--- config.mk ---
export PLATFORM = sky130hd
export DESIGN_NAME = manta_bus_arbiter
export DESIGN_NICKNAME = d
export VERILOG_FILES = /design/src/rtl/manta_bus_pkg.sv /design/src/rtl/manta_bus_arbiter_rr.sv /design/src/rtl/manta_bus_arbiter.sv
export SDC_FILE = /design/constraint.sdc
export NUM_CORES = 1
export LEC_CHECK = 0
export ABC_AREA = 1
export BUFFER_PORTS_ARGS = -buffer_cell sky130_fd_sc_hd__buf_4
export CELL_PAD_IN_SITES_DETAIL_PLACEMENT = 0
export CELL_PAD_IN_SITES_GLOBAL_PLACEMENT = 1
export CORE_MARGIN = 8
export CORE_UTILIZATION = 30
export CTS_CLUSTER_SIZE = 25
export DETAILED_ROUTE_END_ITERATION = 8
export GPL_TIMING_DRIVEN = 0
export PLACE_DENSITY = 0.8
export RECOVER_POWER = 50
export SLEW_MARGIN = 20
export SYNTH_ARGS = -nofsm -noshare
export SYNTH_HDL_FRONTEND = slang
export SYNTH_SLANG_ARGS = --single-unit
--- constraint.sdc ---
create_clock -name clk -period 3 [get_ports clk]
set_input_delay 0 -clock clk [delete_from_list [all_inputs] [get_ports clk]]
set_output_delay 0 -clock clk [all_outputs]
set_load 0.03 [all_outputs]
--- src/rtl/manta_bus_pkg.sv ---
// Shared types and default widths for the Manta core-chain bus arbiter.
package manta_bus_pkg;

  localparam int MANTA_ADDR_W = 16;
  localparam int MANTA_DATA_W = 16;

  typedef struct packed {
    logic [MANTA_ADDR_W-1:0] addr;
    logic [MANTA_DATA_W-1:0] data;
    logic                    rw;
  } bus_req_t;

  typedef enum logic [1:0] {
    IDLE  = 2'd0,
    ISSUE = 2'd1,
    WAIT  = 2'd2
  } arb_state_t;

  function automatic logic [1:0] idx_to_onehot(input logic idx);
    return idx ? 2'b10 : 2'b01;
  endfunction

endpackage

--- src/rtl/manta_bus_arbiter_rr.sv ---
// Two-way round-robin pick: a lone requester always wins, a tie goes to the
// port that did not win last time. Purely combinational.
module rr_arbiter_2
  import manta_bus_pkg::*;
(
  input  logic [1:0] req,
  input  logic       last_grant,
  output logic [1:0] grant_onehot,
  output logic       grant_idx
);

  always_comb begin
    grant_idx = 1'b0;
    case (req)
      2'b10:   grant_idx = 1'b1;
      2'b11:   grant_idx = ~last_grant;
      default: grant_idx = 1'b0;
    endcase
    grant_onehot = (req == 2'b00) ? 2'b00 : idx_to_onehot(grant_idx);
  end

endmodule

--- src/rtl/manta_bus_arbiter.sv ---
// Serializes two requesters onto the untagged Manta core chain, one transaction
// in flight, routing each echoed response (or a timeout error) to its issuer.
module manta_bus_arbiter
  import manta_bus_pkg::*;
#(
  parameter int ADDR_WIDTH = MANTA_ADDR_W,
  parameter int DATA_WIDTH = MANTA_DATA_W,
  parameter int TIMEOUT    = 255
) (
  input  logic                    clk,
  input  logic                    rst_n,
  input  logic [1:0]              req_valid,
  output logic [1:0]              req_ready,
  input  logic [2*ADDR_WIDTH-1:0] req_addr,
  input  logic [2*DATA_WIDTH-1:0] req_data,
  input  logic [1:0]              req_rw,
  output logic [ADDR_WIDTH-1:0]   bus_addr,
  output logic [DATA_WIDTH-1:0]   bus_data,
  output logic                    bus_rw,
  output logic                    bus_valid,
  input  logic [ADDR_WIDTH-1:0]   chain_addr,
  input  logic [DATA_WIDTH-1:0]   chain_data,
  input  logic                    chain_rw,
  input  logic                    chain_valid,
  output logic [1:0]              resp_valid,
  output logic [DATA_WIDTH-1:0]   resp_data,
  output logic                    resp_err,
  output logic                    busy
);

  localparam int TW = $clog2(TIMEOUT + 1);

  // Same layout as bus_req_t, but sized by this instance's parameters.
  typedef struct packed {
    logic [ADDR_WIDTH-1:0] addr;
    logic [DATA_WIDTH-1:0] data;
    logic                  rw;
  } req_fields_t;

  arb_state_t      state_q, state_d;
  req_fields_t     bus_q, bus_d;
  logic            bus_valid_q, bus_valid_d;
  logic            grant_q, grant_d;
  logic            last_grant_q, last_grant_d;
  logic [TW-1:0]   timer_q, timer_d;
  logic [1:0]      resp_valid_q, resp_valid_d;
  logic [DATA_WIDTH-1:0] resp_data_q, resp_data_d;
  logic            resp_err_q, resp_err_d;

  logic [1:0]      win_onehot;
  logic            win_idx;
  req_fields_t     win_req;
  logic            chain_hit;
  logic            chain_rw_unused;

  // The chain echoes direction, but the address alone identifies the beat.
  assign chain_rw_unused = chain_rw;

  rr_arbiter_2 u_rr (
    .req          (req_valid),
    .last_grant   (last_grant_q),
    .grant_onehot (win_onehot),
    .grant_idx    (win_idx)
  );

  always_comb begin
    win_req.addr = req_addr[(win_idx ? ADDR_WIDTH : 0) +: ADDR_WIDTH];
    win_req.data = req_data[(win_idx ? DATA_WIDTH : 0) +: DATA_WIDTH];
    win_req.rw   = req_rw[win_idx];
  end

  assign chain_hit = chain_valid && (chain_addr == bus_q.addr);

  always_comb begin
    state_d      = state_q;
    bus_d        = bus_q;
    bus_valid_d  = 1'b0;
    grant_d      = grant_q;
    last_grant_d = last_grant_q;
    timer_d      = timer_q;
    resp_valid_d = 2'b00;
    resp_data_d  = resp_data_q;
    resp_err_d   = resp_err_q;
    req_ready    = 2'b00;

    case (state_q)
      IDLE: begin
        if (|req_valid) begin
          req_ready    = win_onehot;
          bus_d        = win_req;
          grant_d      = win_idx;
          last_grant_d = win_idx;
          bus_valid_d  = 1'b1;
          state_d      = ISSUE;
        end
      end
      ISSUE: begin
        timer_d = '0;
        state_d = WAIT;
      end
      WAIT: begin
        // A matching beat beats a timeout firing in the same cycle.
        if (chain_hit) begin
          resp_valid_d = idx_to_onehot(grant_q);
          resp_data_d  = chain_data;
          resp_err_d   = 1'b0;
          state_d      = IDLE;
        end else if (timer_q == TW'(TIMEOUT - 1)) begin
          resp_valid_d = idx_to_onehot(grant_q);
          resp_data_d  = '0;
          resp_err_d   = 1'b1;
          state_d      = IDLE;
        end else begin
          timer_d = timer_q + TW'(1);
        end
      end
      default: state_d = IDLE;
    endcase
  end

  always_ff @(posedge clk or negedge rst_n) begin
    if (!rst_n) begin
      state_q      <= IDLE;
      bus_q        <= '0;
      bus_valid_q  <= 1'b0;
      grant_q      <= 1'b0;
      last_grant_q <= 1'b1;
      timer_q      <= '0;
      resp_valid_q <= 2'b00;
      resp_data_q  <= '0;
      resp_err_q   <= 1'b0;
    end else begin
      state_q      <= state_d;
      bus_q        <= bus_d;
      bus_valid_q  <= bus_valid_d;
      grant_q      <= grant_d;
      last_grant_q <= last_grant_d;
      timer_q      <= timer_d;
      resp_valid_q <= resp_valid_d;
      resp_data_q  <= resp_data_d;
      resp_err_q   <= resp_err_d;
    end
  end

  assign bus_addr   = bus_q.addr;
  assign bus_data   = bus_q.data;
  assign bus_rw     = bus_q.rw;
  assign bus_valid  = bus_valid_q;
  assign resp_valid = resp_valid_q;
  assign resp_data  = resp_data_q;
  assign resp_err   = resp_err_q;
  assign busy       = (state_q != IDLE);

endmodule

# --- After elaboration in Yosys (flattened, before gate mapping) ---
# Cells that the tools add are included.
totals:
  regBits: 65
  inputBits: 104
  output_inout_bits: 56
  wordCells: 62
classes:
  n_addsub: 1
  n_lt_le_gt_ge: 1
  eq_ne: 10
  n_shift: 2
  muxes: 25
  n_bitwise: 1
  n_reduce_logical: 11
op_table:
  columns: ["cell", "count"]
  rows:
  - ["2-to-1 mux 16 bit", 2]
  - ["indexed part select 32 x 32 -> 16 bit", 1]
  - ["indexed part select 32 x 6 -> 16 bit", 1]
  - ["2-to-1 mux 2 bit", 11]
  - ["== test 16 bit", 1]
  - ["2-to-1 mux 8 bit", 2]
  - ["case mux 8 bit (2 select lines)", 1]
  - ["adder 8 x 1 -> 8 bit (second input constant)", 1]
  - ["== test 8 bit (second input constant)", 1]
  - ["== test 2 bit (second input constant)", 3]
  - ["2-to-1 mux 1 bit", 6]
  - ["!= test 2 bit (second input constant)", 3]
  - ["case mux 2 bit (3 select lines)", 1]
  - ["AND reduction 2 bit", 3]
  - ["nonzero test 2 bit", 3]
  - ["2-to-1 mux 5 bit", 1]
  - ["zero test 2 bit", 2]
  - ["!= test 3 bit (second input constant)", 1]
  - ["AND reduction 3 bit", 1]
  - ["== test 2 x 1 -> 1 bit (second input constant)", 1]
  - ["< comparator 1 x 2 -> 1 bit (second input constant)", 1]
  - ["case mux 1 bit (2 select lines)", 1]
  - ["OR reduction 2 bit", 1]
  - ["logical AND 1 bit", 1]
  - ["inverter 1 bit", 1]

# --- Depth between registers and ports, before layout ---
logic_depth:
  word_depth: 6
  depth_mapped: 12
  ltp_nobuf: 11

# --- Hierarchy ---
# From an unflattened synthesis, not the netlist that was laid out.
unflattened:
  hier_cells: 486
  area_unflattened_um2: 3542.1
by_module_without_submodules:
  columns: ["module", "instances", "cells_each", "area_per_inst_um2"]
  rows:
  - ["manta_bus_arbiter", 1, 480, 3517.1]
  - ["rr_arbiter_2", 1, 6, 25.0]

# --- Worst setup path before layout ---
# Ideal clock, no wire load.
synth_path:
  path_type: "register to register"
  from: "register bus_q, in the netlist bus_addr[3]"
  to: "register resp_data_q[0] (netlist: resp_data[0])"
  setup_ns: 0.118
  arrival_ns: 1.464
  setup_slack_ns: 1.418
  stages_incl_launch_ff: 13
  cell_sequence: "dfrtp_1 inv_1 nand2_1 nand2_1 nor2_1 nand2_1 nor2_1 nand3_2 nand2_2 nand2_4 buf_6 nand2_1 nand2_1"
synth_via:
  elab_chain_cells: 4
synth_lines:
  columns: ["item", "line_no", "rtl"]
  rows:
  - ["start, declared", "manta_bus_arbiter.sv:41", "req_fields_t bus_q, bus_d;"]
  - ["start signal, assigned", "manta_bus_arbiter.sv:134", "bus_q <= bus_d;"]
  - ["== test 16 bit (*)", "manta_bus_arbiter.sv:72", "assign chain_hit = chain_valid && (chain_addr == bus_q.addr);"]
  - ["logical AND 1 bit (*)", "manta_bus_arbiter.sv:72", null]
  - ["nonzero test 2 bit (no line)", null, null]
  - ["AND reduction 2 bit (no line)", null, null]
  - ["end signal, assigned", "manta_bus_arbiter.sv:140", "resp_data_q <= resp_data_d;"]
  - ["end, declared", "manta_bus_arbiter.sv:47", "logic [DATA_WIDTH-1:0] resp_data_q, resp_data_d;"]
# Every way passes the cells marked *; elsewhere a longest branch is shown, timed or not.
# A chain may end at the register's enable or synchronous reset.

# --- Worst setup path in the final report ---
layout_path:
  from: "register last_grant_q"
  to: "register bus_q, in the netlist bus_data[15]"
layout_via:
  elab_chain_cells: 4
layout_lines:
  columns: ["item", "line_no", "rtl"]
  rows:
  - ["start, declared", "manta_bus_arbiter.sv:44", "logic last_grant_q, last_grant_d;"]
  - ["start signal, assigned", "manta_bus_arbiter.sv:137", "last_grant_q <= last_grant_d;"]
  - ["inverter 1 bit", "manta_bus_arbiter_rr.sv:16", "2'b11: grant_idx = ~last_grant;"]
  - ["case mux 1 bit (2 select lines)", "manta_bus_arbiter_rr.sv:14", "case (req)"]
  - ["2-to-1 mux 5 bit", "manta_bus_arbiter.sv:68", "win_req.data = req_data[(win_idx ? DATA_WIDTH : 0) +: DATA_WIDTH];"]
  - ["indexed part select 32 x 6 -> 16 bit", "manta_bus_arbiter.sv:68", null]
# No other way between the ends.

==> metrics.csv <==
stage,metric,value,unit
outcome,status,finished with violations,
outcome,violations_in_the_final_reports,"capacitance limit, slew limit",
yosys,synth.yosys.seq_area_share,48.6,%
global_route,overflow,0,
yosys,synth.ff_latch_count,65,
clock_network,htree_levels,3,
global_route,global_route.usage.total,17.0,%
clock_network,clk-insertion-delay-late,0.34,ns
critical_path,crit_path_arrival_time,2.55,ns
critical_path,cp-end-kind,flip-flop,
die,die-area,14800,um2
layout,num-nets-final,801,
detailed_routing,drt-wirelength-per-cell,14.6,um
global_route,antenna_found_initial,0,
worst_hold_path,hp-class,input pin to flip-flop,
yosys,synth_cell_types,25,
timing,finalSetupViolCount,0,
place,dpl.cell_count,741,
clock_network,ctsResizeCount,0,
global_route,first_pass_grt_wire_length,20300,um
detailed_routing,vias_per_cell,4.53,
layout,insertedDiodeCount,0,
timing,worst_case_hold_slack,0.0568,ns
yosys,postSynthCellCount,443,
timing,final.setup.tns,0,ns
clock_network,clk_pin_slew,0.07,ns
timing,hold_viol,0,
timing,worst_slew_pin_slew,1.69,ns
critical_path,setup.worst_path.start_class,flip-flop,
timing,rsz0062_at_grt,no,
yosys,post_synth_instance_area,3350,um2
place,place.detailed.hpwl,9010,um
die,initial_core_util,30.8,%
timing,fmax,439,MHz
clock_network,root_buffer,sky130_fd_sc_hd__clkbuf_8,
run,max_cap_violations,1,
global_route,grt_max_degree,66,
layout,layout_commonest_cell,sky130_fd_sc_hd__nand2_1,
pwr,total_leakage_power,0.00287,uW
global_route,vias_in_the_first_global_route,4070,
critical_path,critPathMaxFanout,10,
pwr,powerDensity,835,nW/um2
clock_network,max-clock-path-buffers,2,
place,gp_routability_congestion,0.794,
timing,final-max-slew-violation-count,66,
critical_path,crit_required,3.27,ns
layout,most_frequent_cells_in_the_layout,"sky130_fd_sc_hd__nand2_1 (161), sky130_fd_sc_hd__buf_4 (104), sky130_fd_sc_hd__dlygate4sd3_1 (83), sky130_fd_sc_hd__clkbuf_1 (64), sky130_fd_sc_hd__dfrtp_1 (64)",
detailed_routing,num_vias,3802,
clock_network,cts_tree,done,
die,io_pins,160,
die,die-height,122,um
yosys,synth_area_per_cell,7.56,um2
timing,post-route-period-util,75.9,%
pwr,ir_drop,0.000395,V
timing,finalClockSkew,0.0101,ns
layout,fraction_of_final_layout_cells_with_drive_strength_greater_than_1,20.0,%
critical_path,crit_type,flip-flop to flip-flop,
layout,layout-area-overhead-vs-synth,66.6,%
place,quantity_of_i_o_buffers_inserted_on_ports,158,
critical_path,worst_path_most_repeated_cell,sky130_fd_sc_hd__nand2_1,
die,dieWidth,122,um
detailed_routing,antenna_left,0,
critical_path,timing.critical_path.cells,"nand2_1, nand2_1, inv_1, nor2_1, buf_2, nand2_1, nand3_1, dlygate4sd3_1",
die,fp.coreArea,10900,um2
detailed_routing,detailedRoute.firstIterationViolations,235,
critical_path,worst_path_largest_cell_delay,0.56,ns
critical_path,max_stage_delay_cell_worst_path,sky130_fd_sc_hd__dlygate4sd3_1,
die,placement_rows,38,
clock_network,cts_num_sinks,65,
layout,post_layout_nonfiller_instances,840,
clock_network,numCtsBuffers,9,
detailed_routing,routed_wl,12300,um
timing,fin_crit,2.28,ns
yosys,synth_fp_nets,549,
clock_network,hold_fix_buffers_cts,83,
place,area_after_detailed_placement,4710,um2
clock_network,post_cts_buffers,0,
layout,final_cell_area,5580,um2
timing,maxSlewHeadroom,-12.8,%
detailed_routing,drc_errors,0,
pwr,p_total,4660,uW
detailed_routing,detailedRoute.firstPassIterationCount,4,
yosys,synth-warning-count,0,
registers in the layout (all words and copies together), names as in the netlist:
name	cells
timer_q	8
resp_err	1
resp_valid	2
grant_q	1
last_grant_q	1
bus_valid	1
bus_rw	1
bus_data	16
bus_addr	16
resp_data	16
state_q	2
stage by stage:
step | setup slack (ns) | util (%)
floorplan | 1.42 | -
global placement | 1.30 | 43.3
detailed placement | 1.23 | 43.3
CTS | 0.675 | 53.1
global route | 0.520 | 51.2
finish | 0.723 | 51.2
critical path: cells and delay by family, from the launching register on:
| kind | cells | cell delay, ns |
|---|---|---|
| buffers and inverters | 3 | 1.00 |
| and+or+nand+nor | 5 | 0.68 |
| DFF | 1 | 0.54 |
metal layers:
| metal | GRT usage [%] | vias to the layer above | part of all wire, % | routed length, um |
|---|---|---|---|---|
| li1 | - | 1907 | - | - |
| met1 | 21.1 | 1764 | 45 | 5560 |
| met2 | 27.7 | 123 | 46 | 5650 |
| met3 | 5.88 | 8 | 8.0 | 978 |
| met4 | 4.16 | 0 | 0.75 | 92 |
| met5 | 0 | - | 0 | 0 |
Yosys cell counts (all sizes together):
library cell / count / area [um2]
dfrtp: 64 / 1600
ha: 2 / 25.0
nand3: 12 / 65.1
nand4: 11 / 75.1
nand2: 164 / 628
nand3b: 16 / 120
dfstp: 1 / 26.3
o211ai: 8 / 60.1
xor2: 4 / 35.0
nor2: 47 / 186
nor3: 4 / 20.0
xnor2: 2 / 17.5
clkbuf: 11 / 41.3
o22ai: 7 / 43.8
inv: 45 / 169
o21ai: 39 / 199
buf: 6 / 36.3
final cells by class:
| class | instances | area, um2 |
|---|---|---|
| buffer | 17 | 77.6 |
| clock buffer | 12 | 165 |
| clock inverter | 4 | 73.8 |
| fill | 1062 | 5310 |
| inverter | 45 | 169 |
| multi-input combinational | 316 | 1480 |
| sequential | 65 | 1630 |
| tap | 140 | 175 |
| timing repair buffer | 241 | 1820 |
path summary, 6_finish.rpt:
check	start	slack [ns]	depth (start not counted)	endpoint
setup reg to reg	last_grant_q$_DFFE_PN1P_	0.72	8	bus_data[15]$_DFFE_PN0P_
max in group asynchronous	rst_n	1.37	2	timer_q[4]$_DFFE_PN0P_
hold reg to reg	grant_q$_DFFE_PN0P_	0.43	1	resp_valid[0]$_DFF_PN0_
hold / removal	chain_valid	0.06	4	resp_err$_DFFE_PN0P_
min in group asynchronous	rst_n	0.64	2	resp_data[6]$_DFFE_PN0P_
setup / recovery	last_grant_q$_DFFE_PN1P_	0.72	8	bus_data[15]$_DFFE_PN0P_
where the power goes:
group / total [uW] / switching (uW) / internal (uW)
clock network: 886 / 350 / 536
registers: 1350 / 192 / 1160
logic: 2420 / 1470 / 947
total: 4660 / 2020 / 2640
cells by family after synthesis:
family                   synth area share, %
XOR/XNOR                                1.57
buffers and inverters                   7.36
AND/OR/NAND/NOR                         32.7
AO/OA/AOI/OAI                           9.04
flip-flops                              48.6
adder cells (fa/ha/maj)                0.747
No activity file was read; power rests on OpenSTA's default activity.
